<file path="src/rtl/cpu_pkg.sv">
// Shared CPU definitions: next-PC select codes, opcodes and the fetch state type.
package cpu_pkg;

    // Next-PC select codes driven by control_unit
    localparam logic [2:0] PC_SEQ    = 3'b000;
    localparam logic [2:0] PC_JUMP   = 3'b001;
    localparam logic [2:0] PC_JR     = 3'b010;
    localparam logic [2:0] PC_BRANCH = 3'b011;

    // MIPS primary opcodes (instruction[31:26])
    localparam logic [5:0] OP_RTYPE = 6'd0;
    localparam logic [5:0] OP_J     = 6'd2;
    localparam logic [5:0] OP_JAL   = 6'd3;
    localparam logic [5:0] OP_BEQ   = 6'd4;
    localparam logic [5:0] OP_BNE   = 6'd5;

    // Fetch/execute sequencing
    typedef enum logic {
        FETCH = 1'b0,
        EXEC  = 1'b1
    } fetch_state_e;

endpackage

</file>
<file path="src/rtl/next_pc_calc.sv">
// Combinational next-PC selection for the instruction currently in execute.
module next_pc_calc
    import cpu_pkg::*;
#(
    parameter int ADDR_W = 32
) (
    input  logic [ADDR_W-1:0] pc_out,
    input  logic [31:0]       instruction_out,
    input  logic [2:0]        pc_control,
    input  logic              alu_zero,
    input  logic [ADDR_W-1:0] jr_target,
    output logic [ADDR_W-1:0] next_pc,
    output logic              misalign,
    output logic              bad_ctrl
);

    logic [ADDR_W-1:0] seq_pc;
    logic [ADDR_W-1:0] branch_off;
    logic [5:0]        opcode;
    logic              taken;

    // Select the address of the next instruction from pc_control and the branch outcome
    always_comb begin
        // NOTE: every output gets a default first so no path through the case leaves a latch.
        next_pc    = '0;
        misalign   = 1'b0;
        bad_ctrl   = 1'b0;
        opcode     = instruction_out[31:26];
        seq_pc     = pc_out + ADDR_W'(4);
        branch_off = {{(ADDR_W-18){instruction_out[15]}}, instruction_out[15:0], 2'b00};
        taken      = ((opcode == OP_BEQ) &&  alu_zero) ||
                     ((opcode == OP_BNE) && !alu_zero);

        case (pc_control)
            PC_SEQ:    next_pc = seq_pc;
            PC_JUMP:   next_pc = {seq_pc[ADDR_W-1:ADDR_W-4], instruction_out[25:0], 2'b00};
            PC_JR: begin
                next_pc  = {jr_target[ADDR_W-1:2], 2'b00};
                misalign = |jr_target[1:0];
            end
            PC_BRANCH: next_pc = taken ? (seq_pc + branch_off) : seq_pc;
            default: begin
                // 1xx is not a defined select: fall through sequentially and flag it
                next_pc  = seq_pc;
                bad_ctrl = 1'b1;
            end
        endcase
    end

endmodule

</file>
<file path="src/rtl/fetch_unit.sv">
// Instruction fetch and program counter: fetches one instruction, holds it for
// one execute window, then advances the PC at retire.
module fetch_unit
    import cpu_pkg::*;
#(
    parameter logic [31:0] RESET_PC = 32'h0000_0000,
    parameter int          ADDR_W   = 32
) (
    input  logic              clk,
    input  logic              reset,
    input  logic [2:0]        pc_control,
    input  logic              alu_zero,
    input  logic [ADDR_W-1:0] jr_target,
    input  logic              hold,
    output logic              imem_req,
    output logic [ADDR_W-1:0] imem_addr,
    input  logic [31:0]       imem_rdata,
    input  logic              imem_ack,
    output logic [31:0]       instruction_out,
    output logic              instr_valid,
    output logic [ADDR_W-1:0] pc_out,
    output logic [ADDR_W-1:0] pc_plus4,
    output logic [31:0]       retire_count,
    output logic              err_pc_ctrl,
    output logic              err_misalign
);

    fetch_state_e      state_q;
    logic [ADDR_W-1:0] pc_q;
    logic [31:0]       instr_q;
    logic              valid_q;
    logic              req_q;
    logic [31:0]       count_q;
    logic              err_ctrl_q;
    logic              err_mis_q;

    logic [ADDR_W-1:0] next_pc_d;
    logic              misalign_d;
    logic              bad_ctrl_d;

    next_pc_calc #(
        .ADDR_W (ADDR_W)
    ) u_next_pc (
        .pc_out          (pc_q),
        .instruction_out (instr_q),
        .pc_control      (pc_control),
        .alu_zero        (alu_zero),
        .jr_target       (jr_target),
        .next_pc         (next_pc_d),
        .misalign        (misalign_d),
        .bad_ctrl        (bad_ctrl_d)
    );

    // Fetch/execute sequencer with registered outputs; reset abandons any pending fetch
    always_ff @(posedge clk) begin
        // NOTE: all state here uses non-blocking assignments so every register samples pre-edge values.
        if (reset) begin
            state_q    <= FETCH;
            pc_q       <= RESET_PC[ADDR_W-1:0];
            instr_q    <= 32'h0000_0000;
            valid_q    <= 1'b0;
            req_q      <= 1'b0;
            count_q    <= 32'd0;
            err_ctrl_q <= 1'b0;
            err_mis_q  <= 1'b0;
        end else begin
            case (state_q)
                FETCH: begin
                    // The first cycle out of reset only raises the request; acks before it are ignored
                    if (!req_q) begin
                        req_q <= 1'b1;
                    end else if (imem_ack) begin
                        instr_q <= imem_rdata;
                        valid_q <= 1'b1;
                        req_q   <= 1'b0;
                        state_q <= EXEC;
                    end
                end
                EXEC: begin
                    if (!hold) begin
                        pc_q       <= next_pc_d;
                        count_q    <= count_q + 32'd1;
                        err_ctrl_q <= err_ctrl_q | bad_ctrl_d;
                        err_mis_q  <= err_mis_q  | misalign_d;
                        valid_q    <= 1'b0;
                        req_q      <= 1'b1;
                        state_q    <= FETCH;
                    end
                end
            endcase
        end
    end

    assign imem_req        = req_q;
    assign imem_addr       = pc_q;
    assign instruction_out = instr_q;
    assign instr_valid     = valid_q;
    assign pc_out          = pc_q;
    assign pc_plus4        = pc_q + ADDR_W'(4);
    assign retire_count    = count_q;
    assign err_pc_ctrl     = err_ctrl_q;
    assign err_misalign    = err_mis_q;

endmodule

</file>
<file path="config.mk">
export PLATFORM = sky130hd
export DESIGN_NAME = fetch_unit
export DESIGN_NICKNAME = d
export VERILOG_FILES = /design/src/rtl/cpu_pkg.sv /design/src/rtl/next_pc_calc.sv /design/src/rtl/fetch_unit.sv
export SDC_FILE = /design/constraint.sdc
export NUM_CORES = 1
export LEC_CHECK = 0
export CAP_MARGIN = 20
export CORE_MARGIN = 10
export CORE_UTILIZATION = 51
export CTS_CLUSTER_SIZE = 8
export DETAILED_ROUTE_END_ITERATION = 6
export PLACE_DENSITY = 0.87
export SLEW_MARGIN = 20
export SYNTH_ARGS = -nofsm -noshare
export SYNTH_HDL_FRONTEND = slang
export SYNTH_SLANG_ARGS = --single-unit
</file>
<file path="constraint.sdc">
create_clock -name clk -period 8.5 [get_ports clk]
set_input_delay 1.7 -clock clk [delete_from_list [all_inputs] [get_ports clk]]
set_output_delay 1.7 -clock clk [all_outputs]
set_load 0.02 [all_outputs]
</file>
; ---- Yosys cells after proc, flatten, opt, wreduce, memory -nomap -nowiden
; Index checks and enable logic that the tools add are counted.
[classes]
add_sub_neg = 3
n_mul = 0
n_div = 0
order_cmp = 0
n_eq_ne = 8
shifts = 0
mux = 16
bitwise_logic = 4
reduce_logical = 10
[ops]
columns = operator, n
row1 = one-hot mux 32 bit (3 select lines), 1
row2 = adder 32 x 1 -> 32 bit (second input constant), 1
row3 = adder 32 x 3 -> 32 bit (second input constant), 1
row4 = adder 32 bit, 1
row5 = two-way mux 32 bit, 1
row6 = equality test 6 x 3 -> 1 bit (second input constant), 2
row7 = two-way mux 1 bit, 11
row8 = equality test 3 x 2 -> 1 bit (second input constant), 2
row9 = != test 2 bit (second input constant), 3
row10 = one-hot mux 1 bit (2 select lines), 3
row11 = AND reduction 3 bit, 2
row12 = OR reduction 4 bit, 1
row13 = equality test 3 x 1 -> 1 bit (second input constant), 1
row14 = zero test 3 bit, 1
row15 = logical AND 1 bit, 2
row16 = NOT 1 bit, 2
row17 = OR 1 bit, 2
row18 = AND reduction 2 bit, 1
row19 = OR reduction 2 bit, 1
row20 = zero test 1 bit, 1
row21 = logical OR 1 bit, 1
[totals]
ff_bits = 101
latch_bits = 0
mem_bits_rw = 0
mem_bits_ro = 0
in_bits = 72
out_inout_bits = 164
n_memories = 0

; ---- Depth between registers and ports, before layout
[logic_depth]
word_depth = 5
depth_mapped = 17
depth_no_buf = 16

; ---- Cells and area by module
; Synthesis repeated with hierarchy kept, for this count alone.
[hier_totals]
hier_cells = 1098
hier_area_um2 = 7861.3
[by_module_without_submodules]
columns = mod, instances, cells_per_inst, area_each_um2, seq_area_each_um2
row1 = fetch_unit, 1, 590, 4599.4, 2021.9
row2 = next_pc_calc, 1, 508, 3261.9, 0.0

; ---- Least setup slack after synthesis
; OpenSTA, ideal clock, no wires.
[synth_timing]
kind = flip-flop to flip-flop
start = register pc_q[2] (netlist: imem_addr[2])
end = register pc_q[31] (netlist: imem_addr[31])
setup_ns = 0.064
t_arrival_ns = 4.132
required_ns = 8.436
slack_ns = 4.304
stages_incl_launch_ff = 16
n_path_buf = 1
period_less_slack_ns = 4.196
cell_sequence = dfxtp_1 ha_1 and2_1 nand4_2 or3_1 clkbuf_1 xnor2_1 ha_1 a21oi_1 o21ai_0 a21oi_1 o21ai_0 a2111oi_0 o31ai_1 mux2_2 nor2_1
[synth_between]
elab_chain_len = 4
[synth_rtl]
columns = item, line
row1 = from (decl), fetch_unit.sv:29  ; logic [ADDR_W-1:0] pc_q;
row2 = from (signal assigned), fetch_unit.sv:59  ; pc_q <= RESET_PC[ADDR_W-1:0];
row3 = from (signal assigned), fetch_unit.sv:81  ; pc_q <= next_pc_d;
row4 = adder 32 x 3 -> 32 bit, n/a
row5 = named net pc_plus4[24], fetch_unit.sv:22  ; output logic [ADDR_W-1:0] pc_plus4,
row6 = adder 32 bit, next_pc_calc.sv:41  ; PC_BRANCH: next_pc = taken ? (seq_pc + branch_off) : seq_pc;
row7 = two-way mux 32 bit, next_pc_calc.sv:41
row8 = one-hot mux 32 bit (3 select lines), next_pc_calc.sv:34  ; case (pc_control)
; The timed path passes the listed nets, and every way through them passes these cells.
; A chain may end at the register's enable or synchronous reset.

; ---- Final worst setup path
[layout_timing]
start = register pc_q[2] (netlist: imem_addr[2])
end = output pc_plus4[26]
[layout_between]
elab_chain_len = 1
[layout_rtl]
columns = item, line
row1 = adder 32 x 3 -> 32 bit, fetch_unit.sv:99  ; assign pc_plus4 = pc_q + ADDR_W'(4);
row2 = to (decl), fetch_unit.sv:22
; Every way passes these cells.

==> implementation parameters <==
Parameter                              Value

Synth
  Count leader, synth    nand2_1
  Count of cell types in the netlist    69
  Post-synthesis register bit count    99
  Syn Area/Cell    7.29 µm²
  Yosys warnings    0
  Share of synthesized flip-flops with an asynchronous set or reset    0%
  Gate count after technology mapping    a little over 1,000
  EDFF count, synth    0
  Total standard cell area after synthesis    7390 µm²
  Synth Flop Type    dfxtp_1
  Area fraction of the dominant cell type after synthesis    between 20% and 30%
  Cell taking the most area after synthesis    dfxtp_1
  Synth top cells by count    nand2_1 (143), a21oi_1 (110), nor2_1 (100)
  Post-synthesis sequential area ratio    between 20% and 30%
  Largest cells by area after synthesis    dfxtp_1 (27%), a21oi_1 (7.5%), nand2_1 (7.3%)

Cells and area
  Number of nets in the final layout    1,299
  Layout filler cell count    1,188
  Synthesis-to-finish area growth    34.2%
  Proportion of layout cells with a drive suffix above 1    3.43%
  Total non-filler cell area in the finished layout    9910 µm²
  Area used by sequential logic in the layout    roughly 2000 µm²
  Post-Route Utilization    70.6%
  Area of combinational cells with multiple inputs    approximately 4900 µm²

Min path
  Worst Hold Path EP    instruction_out[15]
  Type of the most critical hold path    reg -> reg
  Hold path depth    2
  Worst hold path startpoint    instruction_out[15]

Run status
  Outcome    completed

GRT
  Number of global-route vias before repair    7,892
  Global-route wire length before repair    43,800 µm
  Maximum number of pins on one net before global-route repair    66
  Congestion Overflow GR    0
  Antenna violations before repair    3
  GRT Resource Usage Total    27.1%

Critical path
  Nature of the critical path endpoint    output pin
  Type of element launching the critical path    flop
  Buffers & Inverters on Critical Path    1
  Setup slack of the worst register-to-register path    4.03 ns
  Critical path's top delay family    simple AND/OR/NAND/NOR gates
  Maximum fanout count along the critical path    9
  CP Data Arrival Time    3.34 ns
  Worst r2r path cells    17
  Critical path cell sequence    ha_1 -> and2_1 -> nand4_2 -> or3_1 -> nor2_1 -> xor2_1 -> clkdlybuf4s50_1
  Highest-delay cell along the critical path    clkdlybuf4s50_1
  Terminus of the critical flop-to-flop path    imem_addr[31]
  Highest cell delay on the worst timing path    0.65 ns
  Category of the critical setup timing path    reg -> out
  Startpoint of the most critical register-to-register path    imem_addr[2]
  Data required time of the critical path    6.80 ns

CTS
  Clock-pin slew on the worst setup and hold paths    0.07 ns
  TritonCTS clock tree    built
  Setup Fix Bufs, Post-CTS    0
  Clk_lat worst skew    0.36 ns
  Number of levels in the clock H-tree    3
  Clock Sink Count    99
  CTS resizes    0
  Root Driver    clkbuf_16
  Number of buffers added by the clock tree synthesis step    9
  Max Root-Sink Buffers    2
  Number of buffers inserted for hold repair after clock tree synthesis    0

Timing
  Fmax    198 MHz
  Max-slew violations    0
  Slew HR    24.6%
  Final period util    59.3%
  Measured slew at the worst slew-check pin    between 1 and 1.5 ns
  Final number of setup-violating endpoints    0
  Crit path time final    ~5.0 ns
  Setup Total Neg Slack    0 ns
  Max Clock Skew    about 0.0073 ns
  Hold violation total from the final report    0
  Setup repair after global routing missed its margin    false

Die
  Row count    43
  Area of the core    14,000 µm²
  Die outline width    140 µm
  Die area    approximately 20,000 µm²
  Effective utilization at floorplan    52.6%
  Io pins    236
  Height of the chip    140 µm

Power and ir drop
  Power per cell area    ~120 nW/µm²
  Leak    3.83 nW
  IR Drop Worst-Case VDD    approximately 140 µV

Drt
  Antenna viol nets, final    0
  Routed wire per std cell    20.7 µm
  Final WL    between 20,000 and 30,000 µm
  Iteration-0 DRC Markers    around 1,100
  TritonRoute pass-1 iters    5
  Routed vias    8,413
  Ratio of routed vias to standard cells    around 6.1
  DRC errors left    0

Flow run
  Max Cap Viol    0

Placement
  Placed instance area    9590 µm²
  Detailed placement HPWL    22,000 µm
  Final weighted congestion in routability-driven placement    0.978
  I/O Buffers    229
worst max path at each step:
stage	start	end	slack (ns)	cells after the start
6_report	imem_addr[2]	pc_plus4[26]	3.46	7
5_1_grt	imem_addr[2]	pc_plus4[26]	3.32	7
4_1_cts	imem_addr[2]	pc_plus4[26]	3.52	7
3_5_place_dp	pc_control[1]	imem_addr[24]	3.61	8
3_3_place_gp	pc_control[1]	imem_addr[24]	3.66	8
2_1_floorplan	imem_addr[2]	imem_addr[31]	4.30	15
through the flow:
stage | hold WS, ns | worst slack, ns | total power [mW] | instances
floorplan | 0.495 | 4.30 | 0.628 | 1018
global placement | 0.445 | 3.66 | 0.732 | 1358
detailed placement | 0.453 | 3.61 | 0.735 | 1358
CTS | 0.463 | 3.52 | 1.17 | 1374
global route | 0.490 | 3.32 | 1.21 | 1375
finish | 0.465 | 3.46 | 1.18 | 1376
where the power goes:
| part | internal [mW] | total [mW] | switching, mW |
|---|---|---|---|
| sequential | 0.476 | 0.496 | 0.0203 |
| clock | 0.249 | 0.447 | 0.198 |
| combinational | 0.102 | 0.232 | 0.131 |
kinds of logic (layout without fill, tap and decap cells):
logic type / after synthesis / in the layout / synth area share (%)
buffers and inverters: 113 / 289 / 7.59
AND/OR/NAND/NOR: 398 / 398 / 25.8
XOR/XNOR: 68 / 68 / 8.25
other: 1 / 8 / 0.0508
multiplexers: 5 / 5 / 0.694
AO/OA/AOI/OAI: 291 / 291 / 24.3
flip-flops: 99 / 99 / 26.8
adder cells (fa/ha/maj): 38 / 38 / 6.54
area by class of cell:
type	count	area share (%)
multi-input combinational	806	49.2
timing repair buffer	242	24.1
sequential	99	20.0
clock buffer	11	2.55
tap	180	2.27
inverter	31	1.17
clock inverter	5	0.669
antenna	2	0.0505
layout by cell type (no fill, tap or decap), types with 31 or more instances in the layout:
| cell | n |
|---|---|
| dfxtp_1 | 99 |
| xor2_1 | 43 |
| ha_1 | 37 |
| o21ai_0 | 63 |
| inv_1 | 31 |
| a21oi_1 | 110 |
| nand3_1 | 32 |
| nor2_1 | 100 |
| nand2_1 | 143 |
| clkdlybuf4s50_1 | 228 |
per-layer routing:
layer  GRT usage [%]  wire length, µm
met1            33.0            11000
met4            11.4              983
met2            42.7            12900
met5               0               13
met3            9.23             3520
sequential cells by signal, indices dropped and copies added, names as in the netlist:
register and flops:
err_misalign 1, err_pc_ctrl 1, retire_count 32, instr_valid 1, imem_addr 30, instruction_out 32
state_q 1, imem_req 1
worst register-to-register path: cells and delay by family, from the launching register on:
kind	cells	cell delay [ns]
compound gates	6	1.04
xor+xnor	1	0.28
fa+ha+maj	2	0.82
flops	1	0.55
simple gates	5	1.03
mux	1	0.36
buf+inv	2	0.33
Power figures use the tool's default switching activity.
